<file path="src/rtl/id_ex_stage_if.sv">
`default_nettype none
// ============================================================================
// Module   : id_ex_stage_if
// Purpose  : Signal bundle between the decode stage, the ID/EX register and
//            the EX stage. Carries the decoded control word and operands in
//            (id_*), the registered copy out (ex_*), the flush/stall controls
//            and the combinational hazard stall back to IF/ID and the PC.
// Modports : master - decode/EX side: drives id_*, flush, ex_stall;
//                     observes ex_*, hazard_stall
//            slave  - ID/EX register: the reverse directions
// Revision : 1.0 - initial release
// ============================================================================
interface id_ex_stage_if #(
    parameter int XLEN = 32
);
    // decode side
    logic            id_valid;
    logic [10:0]     id_optype;
    logic [4:0]      id_rs1;
    logic [4:0]      id_rs2;
    logic [4:0]      id_rd;
    logic [XLEN-1:0] id_pc;
    logic [3:0]      id_alu_op;
    logic            id_alu_src;
    logic            id_reg_write;
    logic            id_mem_read;
    logic            id_mem_write;
    logic            id_mem_to_reg;
    logic            id_branch;
    logic            id_jump;
    logic            id_jalr;
    logic [XLEN-1:0] id_x;
    logic [XLEN-1:0] id_y;
    logic [XLEN-1:0] id_write_data;
    logic [XLEN-1:0] id_imm;

    // pipeline control
    logic            flush;
    logic            ex_stall;
    logic            hazard_stall;

    // EX side
    logic            ex_valid;
    logic [10:0]     ex_optype;
    logic [4:0]      ex_rs1;
    logic [4:0]      ex_rs2;
    logic [4:0]      ex_rd;
    logic [XLEN-1:0] ex_pc;
    logic [3:0]      ex_alu_op;
    logic            ex_alu_src;
    logic            ex_reg_write;
    logic            ex_mem_read;
    logic            ex_mem_write;
    logic            ex_mem_to_reg;
    logic            ex_branch;
    logic            ex_jump;
    logic            ex_jalr;
    logic [XLEN-1:0] ex_x;
    logic [XLEN-1:0] ex_y;
    logic [XLEN-1:0] ex_write_data;
    logic [XLEN-1:0] ex_imm;

    modport master (
        output id_valid, id_optype, id_rs1, id_rs2, id_rd, id_pc, id_alu_op,
               id_alu_src, id_reg_write, id_mem_read, id_mem_write,
               id_mem_to_reg, id_branch, id_jump, id_jalr,
               id_x, id_y, id_write_data, id_imm,
               flush, ex_stall,
        input  ex_valid, ex_optype, ex_rs1, ex_rs2, ex_rd, ex_pc, ex_alu_op,
               ex_alu_src, ex_reg_write, ex_mem_read, ex_mem_write,
               ex_mem_to_reg, ex_branch, ex_jump, ex_jalr,
               ex_x, ex_y, ex_write_data, ex_imm,
               hazard_stall
    );

    modport slave (
        input  id_valid, id_optype, id_rs1, id_rs2, id_rd, id_pc, id_alu_op,
               id_alu_src, id_reg_write, id_mem_read, id_mem_write,
               id_mem_to_reg, id_branch, id_jump, id_jalr,
               id_x, id_y, id_write_data, id_imm,
               flush, ex_stall,
        output ex_valid, ex_optype, ex_rs1, ex_rs2, ex_rd, ex_pc, ex_alu_op,
               ex_alu_src, ex_reg_write, ex_mem_read, ex_mem_write,
               ex_mem_to_reg, ex_branch, ex_jump, ex_jalr,
               ex_x, ex_y, ex_write_data, ex_imm,
               hazard_stall
    );
endinterface
`default_nettype wire

</file>
<file path="src/rtl/id_ex_stage.sv">
`default_nettype none
// ============================================================================
// Module   : id_ex_stage
// Purpose  : ID/EX pipeline register of the 5-stage RV32I core with load-use
//            hazard detection and bubble insertion. Update priority per edge:
//            flush > ex_stall (hold) > load-use (bubble) > !id_valid (bubble)
//            > capture.
// Ports    : clk          - core clock, rising edge
//            rst_n        - asynchronous active-low reset (ex_* -> 0)
//            bus          - id_ex_stage_if.slave: id_* in, ex_* out,
//                           flush / ex_stall in, hazard_stall out
//            perf_bubbles - (ID_EX_PERF_EN) load-use bubbles inserted
//            perf_flushes - (ID_EX_PERF_EN) flushes applied
// Options  : ID_EX_PERF_EN - adds saturating 32-bit performance counters
// Revision : 1.0 - initial release
// ============================================================================
module id_ex_stage #(
    parameter int XLEN = 32
) (
    input  wire logic        clk,
    input  wire logic        rst_n,
    id_ex_stage_if.slave     bus
`ifdef ID_EX_PERF_EN
    ,
    output logic [31:0]      perf_bubbles,
    output logic [31:0]      perf_flushes
`endif
);

    // Optype classes that read rs1: R, I-ALU, load, store, branch, JALR.
    localparam logic [10:0] c_use_rs1_mask = 11'h05F;
    // Optype classes that read rs2: R, store, branch.
    localparam logic [10:0] c_use_rs2_mask = 11'h019;

    typedef struct packed {
        logic            valid;
        logic [10:0]     optype;
        logic [4:0]      rs1;
        logic [4:0]      rs2;
        logic [4:0]      rd;
        logic [XLEN-1:0] pc;
        logic [3:0]      alu_op;
        logic            alu_src;
        logic            reg_write;
        logic            mem_read;
        logic            mem_write;
        logic            mem_to_reg;
        logic            branch;
        logic            jump;
        logic            jalr;
        logic [XLEN-1:0] x;
        logic [XLEN-1:0] y;
        logic [XLEN-1:0] write_data;
        logic [XLEN-1:0] imm;
    } ex_word_t;

    ex_word_t ex_q;
    ex_word_t ex_d;
    ex_word_t id_word;

    logic use_rs1;
    logic use_rs2;
    logic lu;

    assign id_word = '{
        valid:      1'b1,
        optype:     bus.id_optype,
        rs1:        bus.id_rs1,
        rs2:        bus.id_rs2,
        rd:         bus.id_rd,
        pc:         bus.id_pc,
        alu_op:     bus.id_alu_op,
        alu_src:    bus.id_alu_src,
        reg_write:  bus.id_reg_write,
        mem_read:   bus.id_mem_read,
        mem_write:  bus.id_mem_write,
        mem_to_reg: bus.id_mem_to_reg,
        branch:     bus.id_branch,
        jump:       bus.id_jump,
        jalr:       bus.id_jalr,
        x:          bus.id_x,
        y:          bus.id_y,
        write_data: bus.id_write_data,
        imm:        bus.id_imm
    };

    // ------------------------------------------------------------------------
    // Load-use detection against the instruction currently in EX.
    // ------------------------------------------------------------------------
    assign use_rs1 = |(bus.id_optype & c_use_rs1_mask);
    assign use_rs2 = |(bus.id_optype & c_use_rs2_mask);

    assign lu = bus.id_valid & ex_q.valid & ex_q.mem_read & (ex_q.rd != 5'd0) &
                ((use_rs1 & (bus.id_rs1 == ex_q.rd)) |
                 (use_rs2 & (bus.id_rs2 == ex_q.rd)));

    // A flush kills the dependent instruction anyway, so it must not stall.
    assign bus.hazard_stall = (lu & ~bus.flush) | bus.ex_stall;

    // ------------------------------------------------------------------------
    // Next-state selection. A bubble is the all-zero word.
    // ------------------------------------------------------------------------
    always_comb begin
        ex_d = ex_q;
        if (bus.flush) begin
            ex_d = '0;
        end else if (bus.ex_stall) begin
            ex_d = ex_q;
        end else if (lu) begin
            ex_d = '0;
        end else if (!bus.id_valid) begin
            ex_d = '0;
        end else begin
            ex_d = id_word;
        end
    end

    always_ff @(posedge clk or negedge rst_n) begin
        if (!rst_n) begin
            ex_q <= '0;
        end else begin
            ex_q <= ex_d;
        end
    end

    assign bus.ex_valid      = ex_q.valid;
    assign bus.ex_optype     = ex_q.optype;
    assign bus.ex_rs1        = ex_q.rs1;
    assign bus.ex_rs2        = ex_q.rs2;
    assign bus.ex_rd         = ex_q.rd;
    assign bus.ex_pc         = ex_q.pc;
    assign bus.ex_alu_op     = ex_q.alu_op;
    assign bus.ex_alu_src    = ex_q.alu_src;
    assign bus.ex_reg_write  = ex_q.reg_write;
    assign bus.ex_mem_read   = ex_q.mem_read;
    assign bus.ex_mem_write  = ex_q.mem_write;
    assign bus.ex_mem_to_reg = ex_q.mem_to_reg;
    assign bus.ex_branch     = ex_q.branch;
    assign bus.ex_jump       = ex_q.jump;
    assign bus.ex_jalr       = ex_q.jalr;
    assign bus.ex_x          = ex_q.x;
    assign bus.ex_y          = ex_q.y;
    assign bus.ex_write_data = ex_q.write_data;
    assign bus.ex_imm        = ex_q.imm;

`ifdef ID_EX_PERF_EN
    // ------------------------------------------------------------------------
    // Saturating event counters. A load-use bubble is only counted when it is
    // actually loaded, i.e. neither flush nor ex_stall takes precedence.
    // ------------------------------------------------------------------------
    logic [31:0] perf_bubbles_q;
    logic [31:0] perf_flushes_q;
    logic        lu_bubble;

    assign lu_bubble = lu & ~bus.flush & ~bus.ex_stall;

    always_ff @(posedge clk or negedge rst_n) begin
        if (!rst_n) begin
            perf_bubbles_q <= '0;
            perf_flushes_q <= '0;
        end else begin
            if (lu_bubble && (perf_bubbles_q != 32'hFFFF_FFFF)) begin
                perf_bubbles_q <= perf_bubbles_q + 32'd1;
            end
            if (bus.flush && (perf_flushes_q != 32'hFFFF_FFFF)) begin
                perf_flushes_q <= perf_flushes_q + 32'd1;
            end
        end
    end

    assign perf_bubbles = perf_bubbles_q;
    assign perf_flushes = perf_flushes_q;
`endif

endmodule
`default_nettype wire
</file>
<file path="src/flat_wrapper.sv">
// flat-port wrapper written by rule: the top's interface ports become plain ports
module id_ex_stage_flat 
#(
    parameter int XLEN = 32
)
  (clk, rst_n, bus_id_valid, bus_id_optype, bus_id_rs1, bus_id_rs2, bus_id_rd, bus_id_pc, bus_id_alu_op, bus_id_alu_src, bus_id_reg_write, bus_id_mem_read, bus_id_mem_write, bus_id_mem_to_reg, bus_id_branch, bus_id_jump, bus_id_jalr, bus_id_x, bus_id_y, bus_id_write_data, bus_id_imm, bus_flush, bus_ex_stall, bus_ex_valid, bus_ex_optype, bus_ex_rs1, bus_ex_rs2, bus_ex_rd, bus_ex_pc, bus_ex_alu_op, bus_ex_alu_src, bus_ex_reg_write, bus_ex_mem_read, bus_ex_mem_write, bus_ex_mem_to_reg, bus_ex_branch, bus_ex_jump, bus_ex_jalr, bus_ex_x, bus_ex_y, bus_ex_write_data, bus_ex_imm, bus_hazard_stall);
  id_ex_stage_if #(.XLEN(XLEN)) bus_i ();
  input  wire logic clk;
  input  wire logic rst_n;
  input wire logic [$bits(bus_i.id_valid)-1:0] bus_id_valid;
  input wire logic [$bits(bus_i.id_optype)-1:0] bus_id_optype;
  input wire logic [$bits(bus_i.id_rs1)-1:0] bus_id_rs1;
  input wire logic [$bits(bus_i.id_rs2)-1:0] bus_id_rs2;
  input wire logic [$bits(bus_i.id_rd)-1:0] bus_id_rd;
  input wire logic [$bits(bus_i.id_pc)-1:0] bus_id_pc;
  input wire logic [$bits(bus_i.id_alu_op)-1:0] bus_id_alu_op;
  input wire logic [$bits(bus_i.id_alu_src)-1:0] bus_id_alu_src;
  input wire logic [$bits(bus_i.id_reg_write)-1:0] bus_id_reg_write;
  input wire logic [$bits(bus_i.id_mem_read)-1:0] bus_id_mem_read;
  input wire logic [$bits(bus_i.id_mem_write)-1:0] bus_id_mem_write;
  input wire logic [$bits(bus_i.id_mem_to_reg)-1:0] bus_id_mem_to_reg;
  input wire logic [$bits(bus_i.id_branch)-1:0] bus_id_branch;
  input wire logic [$bits(bus_i.id_jump)-1:0] bus_id_jump;
  input wire logic [$bits(bus_i.id_jalr)-1:0] bus_id_jalr;
  input wire logic [$bits(bus_i.id_x)-1:0] bus_id_x;
  input wire logic [$bits(bus_i.id_y)-1:0] bus_id_y;
  input wire logic [$bits(bus_i.id_write_data)-1:0] bus_id_write_data;
  input wire logic [$bits(bus_i.id_imm)-1:0] bus_id_imm;
  input wire logic [$bits(bus_i.flush)-1:0] bus_flush;
  input wire logic [$bits(bus_i.ex_stall)-1:0] bus_ex_stall;
  output wire logic [$bits(bus_i.ex_valid)-1:0] bus_ex_valid;
  output wire logic [$bits(bus_i.ex_optype)-1:0] bus_ex_optype;
  output wire logic [$bits(bus_i.ex_rs1)-1:0] bus_ex_rs1;
  output wire logic [$bits(bus_i.ex_rs2)-1:0] bus_ex_rs2;
  output wire logic [$bits(bus_i.ex_rd)-1:0] bus_ex_rd;
  output wire logic [$bits(bus_i.ex_pc)-1:0] bus_ex_pc;
  output wire logic [$bits(bus_i.ex_alu_op)-1:0] bus_ex_alu_op;
  output wire logic [$bits(bus_i.ex_alu_src)-1:0] bus_ex_alu_src;
  output wire logic [$bits(bus_i.ex_reg_write)-1:0] bus_ex_reg_write;
  output wire logic [$bits(bus_i.ex_mem_read)-1:0] bus_ex_mem_read;
  output wire logic [$bits(bus_i.ex_mem_write)-1:0] bus_ex_mem_write;
  output wire logic [$bits(bus_i.ex_mem_to_reg)-1:0] bus_ex_mem_to_reg;
  output wire logic [$bits(bus_i.ex_branch)-1:0] bus_ex_branch;
  output wire logic [$bits(bus_i.ex_jump)-1:0] bus_ex_jump;
  output wire logic [$bits(bus_i.ex_jalr)-1:0] bus_ex_jalr;
  output wire logic [$bits(bus_i.ex_x)-1:0] bus_ex_x;
  output wire logic [$bits(bus_i.ex_y)-1:0] bus_ex_y;
  output wire logic [$bits(bus_i.ex_write_data)-1:0] bus_ex_write_data;
  output wire logic [$bits(bus_i.ex_imm)-1:0] bus_ex_imm;
  output wire logic [$bits(bus_i.hazard_stall)-1:0] bus_hazard_stall;
  assign bus_i.id_valid = bus_id_valid;
  assign bus_i.id_optype = bus_id_optype;
  assign bus_i.id_rs1 = bus_id_rs1;
  assign bus_i.id_rs2 = bus_id_rs2;
  assign bus_i.id_rd = bus_id_rd;
  assign bus_i.id_pc = bus_id_pc;
  assign bus_i.id_alu_op = bus_id_alu_op;
  assign bus_i.id_alu_src = bus_id_alu_src;
  assign bus_i.id_reg_write = bus_id_reg_write;
  assign bus_i.id_mem_read = bus_id_mem_read;
  assign bus_i.id_mem_write = bus_id_mem_write;
  assign bus_i.id_mem_to_reg = bus_id_mem_to_reg;
  assign bus_i.id_branch = bus_id_branch;
  assign bus_i.id_jump = bus_id_jump;
  assign bus_i.id_jalr = bus_id_jalr;
  assign bus_i.id_x = bus_id_x;
  assign bus_i.id_y = bus_id_y;
  assign bus_i.id_write_data = bus_id_write_data;
  assign bus_i.id_imm = bus_id_imm;
  assign bus_i.flush = bus_flush;
  assign bus_i.ex_stall = bus_ex_stall;
  assign bus_ex_valid = bus_i.ex_valid;
  assign bus_ex_optype = bus_i.ex_optype;
  assign bus_ex_rs1 = bus_i.ex_rs1;
  assign bus_ex_rs2 = bus_i.ex_rs2;
  assign bus_ex_rd = bus_i.ex_rd;
  assign bus_ex_pc = bus_i.ex_pc;
  assign bus_ex_alu_op = bus_i.ex_alu_op;
  assign bus_ex_alu_src = bus_i.ex_alu_src;
  assign bus_ex_reg_write = bus_i.ex_reg_write;
  assign bus_ex_mem_read = bus_i.ex_mem_read;
  assign bus_ex_mem_write = bus_i.ex_mem_write;
  assign bus_ex_mem_to_reg = bus_i.ex_mem_to_reg;
  assign bus_ex_branch = bus_i.ex_branch;
  assign bus_ex_jump = bus_i.ex_jump;
  assign bus_ex_jalr = bus_i.ex_jalr;
  assign bus_ex_x = bus_i.ex_x;
  assign bus_ex_y = bus_i.ex_y;
  assign bus_ex_write_data = bus_i.ex_write_data;
  assign bus_ex_imm = bus_i.ex_imm;
  assign bus_hazard_stall = bus_i.hazard_stall;
  id_ex_stage #(.XLEN(XLEN)) u_core (.clk(clk), .rst_n(rst_n), .bus(bus_i));
endmodule
</file>
<file path="config.mk">
export PLATFORM = sky130hd
export DESIGN_NAME = id_ex_stage_flat
export DESIGN_NICKNAME = d
export VERILOG_FILES = /design/src/rtl/id_ex_stage_if.sv /design/src/rtl/id_ex_stage.sv /design/src/flat_wrapper.sv
export SDC_FILE = /design/constraint.sdc
export NUM_CORES = 1
export LEC_CHECK = 0
export CAP_MARGIN = 10
export CORE_ASPECT_RATIO = 0.8
export CORE_UTILIZATION = 35
export DETAILED_ROUTE_END_ITERATION = 8
export GPL_ROUTABILITY_DRIVEN = 0
export GPL_TIMING_DRIVEN = 0
export MAX_ROUTING_LAYER = met4
export PLACE_DENSITY = 0.76
export REMOVE_ABC_BUFFERS = 1
export SYNTH_ARGS = -nofsm -noshare
export SYNTH_HDL_FRONTEND = slang
export SYNTH_SLANG_ARGS = --single-unit
</file>
<file path="constraint.sdc">
create_clock -name clk -period 1.9 [get_ports clk]
set_clock_uncertainty 0.15 [all_clocks]
set_input_delay 0.38 -clock clk [delete_from_list [all_inputs] [get_ports clk]]
set_output_delay 0.38 -clock clk [all_outputs]
set_load 0.02 [all_outputs]
</file>
==> results of run 1 <==
-- metal layers --
layer,wire (µm),vias to the layer above
li1,-,5218
met1,19600,6098
met2,22900,664
met3,4520,99
met4,1350,0
met5,0,-
-- per-stage QoR --
stage               power (mW)   TNS, ns  instances  hold WS, ns  cell area (µm²)
finish                    11.9    -74.29       1998        0.237            19500
global route              12.3    -82.26       1998        0.252            19500
CTS                       11.6   -100.83       1928        0.213            17000
detailed placement        7.58   -185.62       1874        0.357            16000
global placement          7.50  -9174.48       1841        0.350            15200
floorplan                 5.86  -1646.23       1019      -0.0656            10600
-- placed cells by master, fill, tap and decap left out, drive strengths merged, types with 4 or more instances in the layout --
master / count
a22oi: 198
buf: 101
clkbuf: 46
clkdlybuf4s50: 195
clkinv: 4
dfrtp: 199
dlygate4sd2: 7
dlymetal6s2s: 195
nand3b: 198
nor3b: 198
o21ai: 199
xnor2: 10
-- cells by family after synthesis --
kind of cell / count (synthesis) / synth area share [%]
XOR/XNOR: 10 / 0.778
buffers and inverters: 154 / 5.57
AND/OR/NAND/NOR: 409 / 27.0
AO/OA/AOI/OAI: 401 / 22.4
flip-flops: 199 / 44.2
-- worst register-to-register path, delay by kind of cell, from the launching register on --
kind,cells,cell delay [ns]
simple gates,1,0.54
buf+inv,7,0.91
compound gates,3,0.34
flops,1,0.43
-- layout make-up --
cell class | count | area (µm²)
fill | 2353 | 12100
timing repair buffer | 525 | 6790
multi-input combinational | 821 | 6550
sequential | 199 | 4980
tap | 420 | 526
clock buffer | 20 | 447
clock inverter | 11 | 148
antenna | 2 | 5.00
-- final timing paths --
| kind | to | slack (ns) |
|---|---|---|
| worst max-delay path | bus_hazard_stall | -0.72 |
| worst min-delay path | u_core.bus.ex_optype[0]$_DFFE_PN0P_ | 0.24 |
| worst max register to register | u_core.bus.ex_write_data[11]$_DFFE_PN0P_ | -0.54 |
| worst min register to register | u_core.bus.ex_imm[21]$_DFFE_PN0P_ | 0.37 |
| max in group asynchronous | u_core.bus.ex_y[0]$_DFFE_PN0P_ | 0.35 |
| min in group asynchronous | u_core.bus.ex_optype[1]$_DFFE_PN0P_ | 0.34 |
-- power breakdown --
part           switching [mW]  internal, mW  leakage (nW)  total [mW]
clock network            1.80          2.12         0.291        3.92
registers               0.217          4.53          2.65        4.75
logic                    1.64          1.59          7.02        3.22
-- repair_timing --
action,4_1_cts,5_1_grt
hold endpoints to repair,107,0
buffers inserted,17,43
hold buffers,1,0
resized for setup,52,570
pin swaps,6,149
setup endpoints to repair,399,423
cloned,5,27
==> results by group, run 1 <==
Drt
  • DRT iter0 DRCs: around 1000
  • Post-route ant nets: 0
  • Drt pass-1 iters: 6
  • WL/cell: 24.2 µm
  • Final routed DRC violation total: 0
  • Vias per std cell: just over 6
  • DR vias: between 10000 and 15000
  • Routed WL: 48400 µm

Clock tree
  • Deepest clock path buffer count: 2
  • Worst-path clk slew: roughly 0.08 ns
  • Sink Count: 199
  • TritonCTS Buffers: 17
  • Root buf cell: clkbuf_16
  • H-tree levels: 4
  • Worst skew pair latency: 0.43 ns
  • CTS tree: yes

Setup path
  • Cell depth of the worst setup path: 6
  • Top Family by Delay on Critical Path: simple AND/OR/NAND/NOR gates
  • R2R depth: 11
  • Worst setup EP type: primary output
  • CP arrival: between 2 and 2.5 ns
  • CP Cell Sequence: or4_4 -> o21ai_4 -> buf_12 -> nor2_4 -> a21o_1 -> buf_6
  • Critical-path top delay cell: or4_4
  • RR Startpoint: u_core.bus.ex_rd[0]$_DFFE_PN0P_
  • Critical path required time: between 1 and 1.5 ns
  • CP bufs+invs: 2
  • Critical path class: flop to primary output
  • Startpoint Class: flop
  • Crit path from: u_core.bus.ex_rd[0]$_DFFE_PN0P_
  • CP max FO: 3
  • Slowest cell delay on critical path: between 0.5 and 0.6 ns

Global route
  • Initial antenna violation count: 2
  • Met1 Use GR: between 30% and 40%
  • Most used routing layer: met2
  • Remaining Overflow, GRT: 0
  • Number of global-route vias before repair: between 10000 and 15000
  • First-pass GRT wire length: around 64000 µm
  • Largest net degree at the start of global routing: between 150 and 200
  • Met2 GRT Util: between 30% and 40%
  • Aggregate global-route resource usage: 25.3%
  • Met3 Use GR: a little under 7%

Yosys
  • EDFF count, synth: 0
  • Top_reg_cell synth: dfrtp_1
  • Syn Std Cell Area: roughly 11000 µm²
  • Area contributors post-synth: dfrtp_1, a22oi_1, nand3b_1, nor3b_1, o21ai_0
  • Post-Syn Instances: ~1200
  • Share of the synthesized area in the top cell type: between 40% and 50%
  • Seq cells post-synth: about 200
  • Unique masters post-synth: 26
  • Most common cell in the netlist: dfrtp_1
  • Area leader, netlist: dfrtp_1
  • Mapped Avg Cell Area: 9.60 µm²
  • Register area share after synthesis: 44.2%
  • Async set or reset register ratio after synthesis: 100%
  • Ys Warns: 0
  • Synth cell count leaders: dfrtp_1, a22oi_1, nand3b_1, nor3b_1, o21ai_0

STA
  • Fmax: around 380 MHz
  • Final Max Slew Viols: 0
  • RSZ-0062 raised after global routing: yes
  • Final setup violation count: 200
  • Post-route worst setup slack: -0.722 ns
  • Slew @ Worst Pin: ~0.74 ns
  • Fin crit share: 138%
  • Endpoints failing hold: 0
  • Slew headroom: between 50 and 60%
  • Fin crit period: between 2 and 3 ns

Floorplan
  • Starting Density: a little over a third
  • Total core area: roughly 32000 µm²
  • Row cnt: a little under 60
  • Io pins: between 400 and 500
  • Die Span X: 203 µm
  • Die H: 162 µm
  • Die area: roughly 33000 µm²

Run status
  • Violated checks: setup timing
  • Status: finished, violations left

Power and ir drop
  • Leak: around 10 nW
  • Cell area power density: roughly 610 nW/µm²
  • Peak VDD IR: about 540 µV

Layout
  • Nets: approximately 1800
  • Layout area overhead: 72.8%
  • Layout cells sized above 1: 21.0%
  • Layout Utilization: about three fifths

Placement
  • DP Worst Slack: -1.57 ns
  • Port Buf Inserts: ~400
  • HPWL after DPL: 26200 µm

Hold path
  • Hold Startpoint: bus_id_optype[0]
  • Hold crit path type: input port to flop
  • Hold Crit Depth: 3

Job
  • Max-cap violation count: 0
(Power assumes the default switching activity.)
==> run 2, diff against run 1 <==
--- a/config.mk
+++ b/config.mk
@@ -6,7 +6,6 @@
 export NUM_CORES = 1
 export LEC_CHECK = 0
 export CAP_MARGIN = 10
-export CORE_ASPECT_RATIO = 0.8
 export CORE_UTILIZATION = 35
 export DETAILED_ROUTE_END_ITERATION = 8
 export GPL_ROUTABILITY_DRIVEN = 0
==> run 2 against run 1 <==
  * The flow still finishes with violations (setup timing)
  * Routed wire length down 5.1%
  * Core utilization decreased by 3.3 points
  * Combinational power rose by 3%
  * Total power rose by 0.44%
  * First-iteration DRC count down 16%
  * Sequential share of layout area rose by 1.4 points
==> results by group, run 2 (synthesized netlist as in run 1, its figures left out) <==
Global route
  • Number of global-route vias before repair: 11700 (+3.4%)
  • Remaining Overflow, GRT: 0 (unchanged)
  • First-pass GRT wire length: 68700 µm (+6.5%)
  • Largest net degree at the start of global routing: 197 (+10%)
  • Initial antenna violation count: 1 (-1)
  • Aggregate global-route resource usage: 27.5% (+2.1 points)

Setup path
  • CP arrival: 2.23 ns (+0.14 ns)
  • Critical path class: flop to primary output
  • Worst setup EP type: primary output
  • Startpoint Class: flop
  • Critical path required time: 1.37 ns (about the same)
  • CP max FO: 2 (-1)
  • Reg2Reg Setup Slack: -0.81 ns (-0.27 ns)
  • R2R depth: 13 (+2)
  • RR Startpoint: u_core.bus.ex_rd[0]$_DFFE_PN0P_
  • Crit path from: u_core.bus.ex_rd[0]$_DFFE_PN0P_
  • FF-to-FF End: u_core.bus.ex_write_data[28]$_DFFE_PN0P_

Placement
  • DP Worst Slack: -1.46 ns (+0.113 ns)
  • Port Buf Inserts: 402 (unchanged)
  • Dpl cells: 1855 (-1.0%)
  • DP Area: 15900 µm² (-0.25%)
  • HPWL after DPL: 25500 µm (-2.5%)

Hold path
  • Hold Crit Depth: 3 (unchanged)
  • Hold Startpoint: bus_id_optype[4]
  • Worst Hold Endpoint: u_core.bus.ex_optype[4]$_DFFE_PN0P_
  • Hold crit path type: input port to flop

Floorplan
  • Io pins: 403 (unchanged)
  • Die H: 181 µm (+12%)
  • Die Span X: 181 µm (-10%)
  • Die area: 32900 µm² (about the same)
  • Row cnt: 65 (+12%)
  • Starting Density: 35.6% (-0.078 points)
  • Total core area: 31600 µm² (+0.22%)

Layout
  • Nets: 1765 (-0.11%)
  • Multi-input logic area: 6040 µm² (-7.8%)
  • Fillers: 2555 (+8.6%)
  • Commonest non-fill, non-tap cell in the layout: clkdlybuf4s50_1
  • Layout area overhead: 63.9%
  • Design area: 18500 µm² (-5.1%)
  • FF+latch area: 4980 µm² (about the same)
  • Layout cells sized above 1: 15.0% (-6.0 points)
  • Cell Count, Final, Fillers Out: 1977 (-1.1%)
  • Most frequent cells in the layout: clkdlybuf4s50_1, nand3b_1, nor3b_1, a22oi_1, dfrtp_1

Drt
  • DR vias: 11900 (-1.4%)
  • WL/cell: 23.2 µm (-4.1%)
  • Final routed DRC violation total: 0 (unchanged)
  • Drt pass-1 iters: 5 (-1)
  • Vias per std cell: 6.03 (-0.31%)
  • Post-route ant nets: 0 (unchanged)
  • DRT iter0 DRCs: 874 (-16%)
  • Routed WL: 45900 µm (-5.1%)

STA
  • RSZ-0062 raised after global routing: yes
  • Fmax: 363 MHz (-4.9%)
  • Post-route worst setup slack: -0.858 ns (-0.136 ns)
  • Fin crit period: 2.76 ns (+0.136 ns)
  • Slew @ Worst Pin: 0.812 ns (+0.0732 ns)
  • Endpoints failing hold: 0 (unchanged)
  • Final Max Slew Viols: 0 (unchanged)
  • Worst hold slack: 0.223 ns (-0.0136 ns)
  • Slew headroom: 45.9% (-4.9 points)
  • Final setup violation count: 399 (+100%)
  • Fin crit share: 145% (+7.1 points)

Clock tree
  • TritonCTS Buffers: 17 (unchanged)
  • Sink Count: 199 (unchanged)
  • Worst-path clk slew: 0.08 ns (about the same)
  • Root buf cell: clkbuf_16
  • Deepest clock path buffer count: 2 (unchanged)
  • CTS tree: yes
  • Worst skew pair latency: 0.45 ns (+0.02 ns)
  • H-tree levels: 4 (unchanged)

Power and ir drop
  • Cell area power density: 647 nW/µm² (+5.9%)
  • Peak VDD IR: 553 µV (+1.8%)
  • Leak: 6.87 nW (-31%)
  • Tot Pwr: 11.9 mW (+0.44%)

Run status
  • Status: finished, violations left
  • Violated checks: setup timing

Job
  • Max-cap violation count: 0 (unchanged)
## run 2: layout make-up
type / count / area share [%]
Timing Repair Buffer: 521 / 34.3
Multi-Input combinational cell: 823 / 32.7
Sequential cell: 199 / 27.0
Tap cell: 402 / 2.73
Clock buffer: 18 / 2.33
Clock inverter: 13 / 0.922
Antenna cell: 1 / 0.0136
## run 2: worst max path at each step
stage | cells after the start | slack (ns) | to
final | 7 | -0.86 | bus_hazard_stall
after global placement | 4 | -37.85 | u_core.bus.ex_jalr$_DFFE_PN0P_
after CTS | 7 | -0.85 | bus_hazard_stall
after global routing | 7 | -0.90 | bus_hazard_stall
after floorplan | 4 | -8.24 | u_core.bus.ex_alu_op[0]$_DFFE_PN0P_
after detailed placement | 7 | -1.46 | bus_hazard_stall
## run 2: critical path, cell delays in order (launching register included)
cell	delay, ns
dfrtp_1	0.40
or4_4	0.55
o21ai_4	0.21
clkbuf_16	0.18
buf_16	0.10
nor2_2	0.03
a21o_1	0.18
buf_6	0.13
## run 2: where the power goes
part / switching [mW] / internal [mW]
Clock: 1.80 / 2.09
Combinational: 1.63 / 1.70
Sequential: 0.188 / 4.53
## run 2: metrics by stage
stage / TNS [ns] / util (%)
after floorplan: -1646.23 / -
after global placement: -9278.78 / 47.9
after detailed placement: -206.54 / 50.4
after CTS: -102.24 / 56.9
after global routing: -138.93 / 58.3
final: -121.16 / 58.3
## run 2: timing repair
item / in CTS / in global routing
gates resized for setup: 188 / 134
pin swaps: 13 / 20
buffers inserted: 47 / 12
setup endpoints to repair: 399 / 455
cloned: 27 / 4
endpoints found under the hold margin: 96 / 0
hold buffers: 1 / 0
## run 2: routing by layer
metal / global-route usage [%] / up-vias / part of all wire, %
met2: 44.8 / 587 / 50
met1: 33.1 / 5994 / 40
met4: 11.9 / 0 / 3.6
met5: - / - / 0
met3: 5.16 / 107 / 7.1
li1: - / 5227 / -
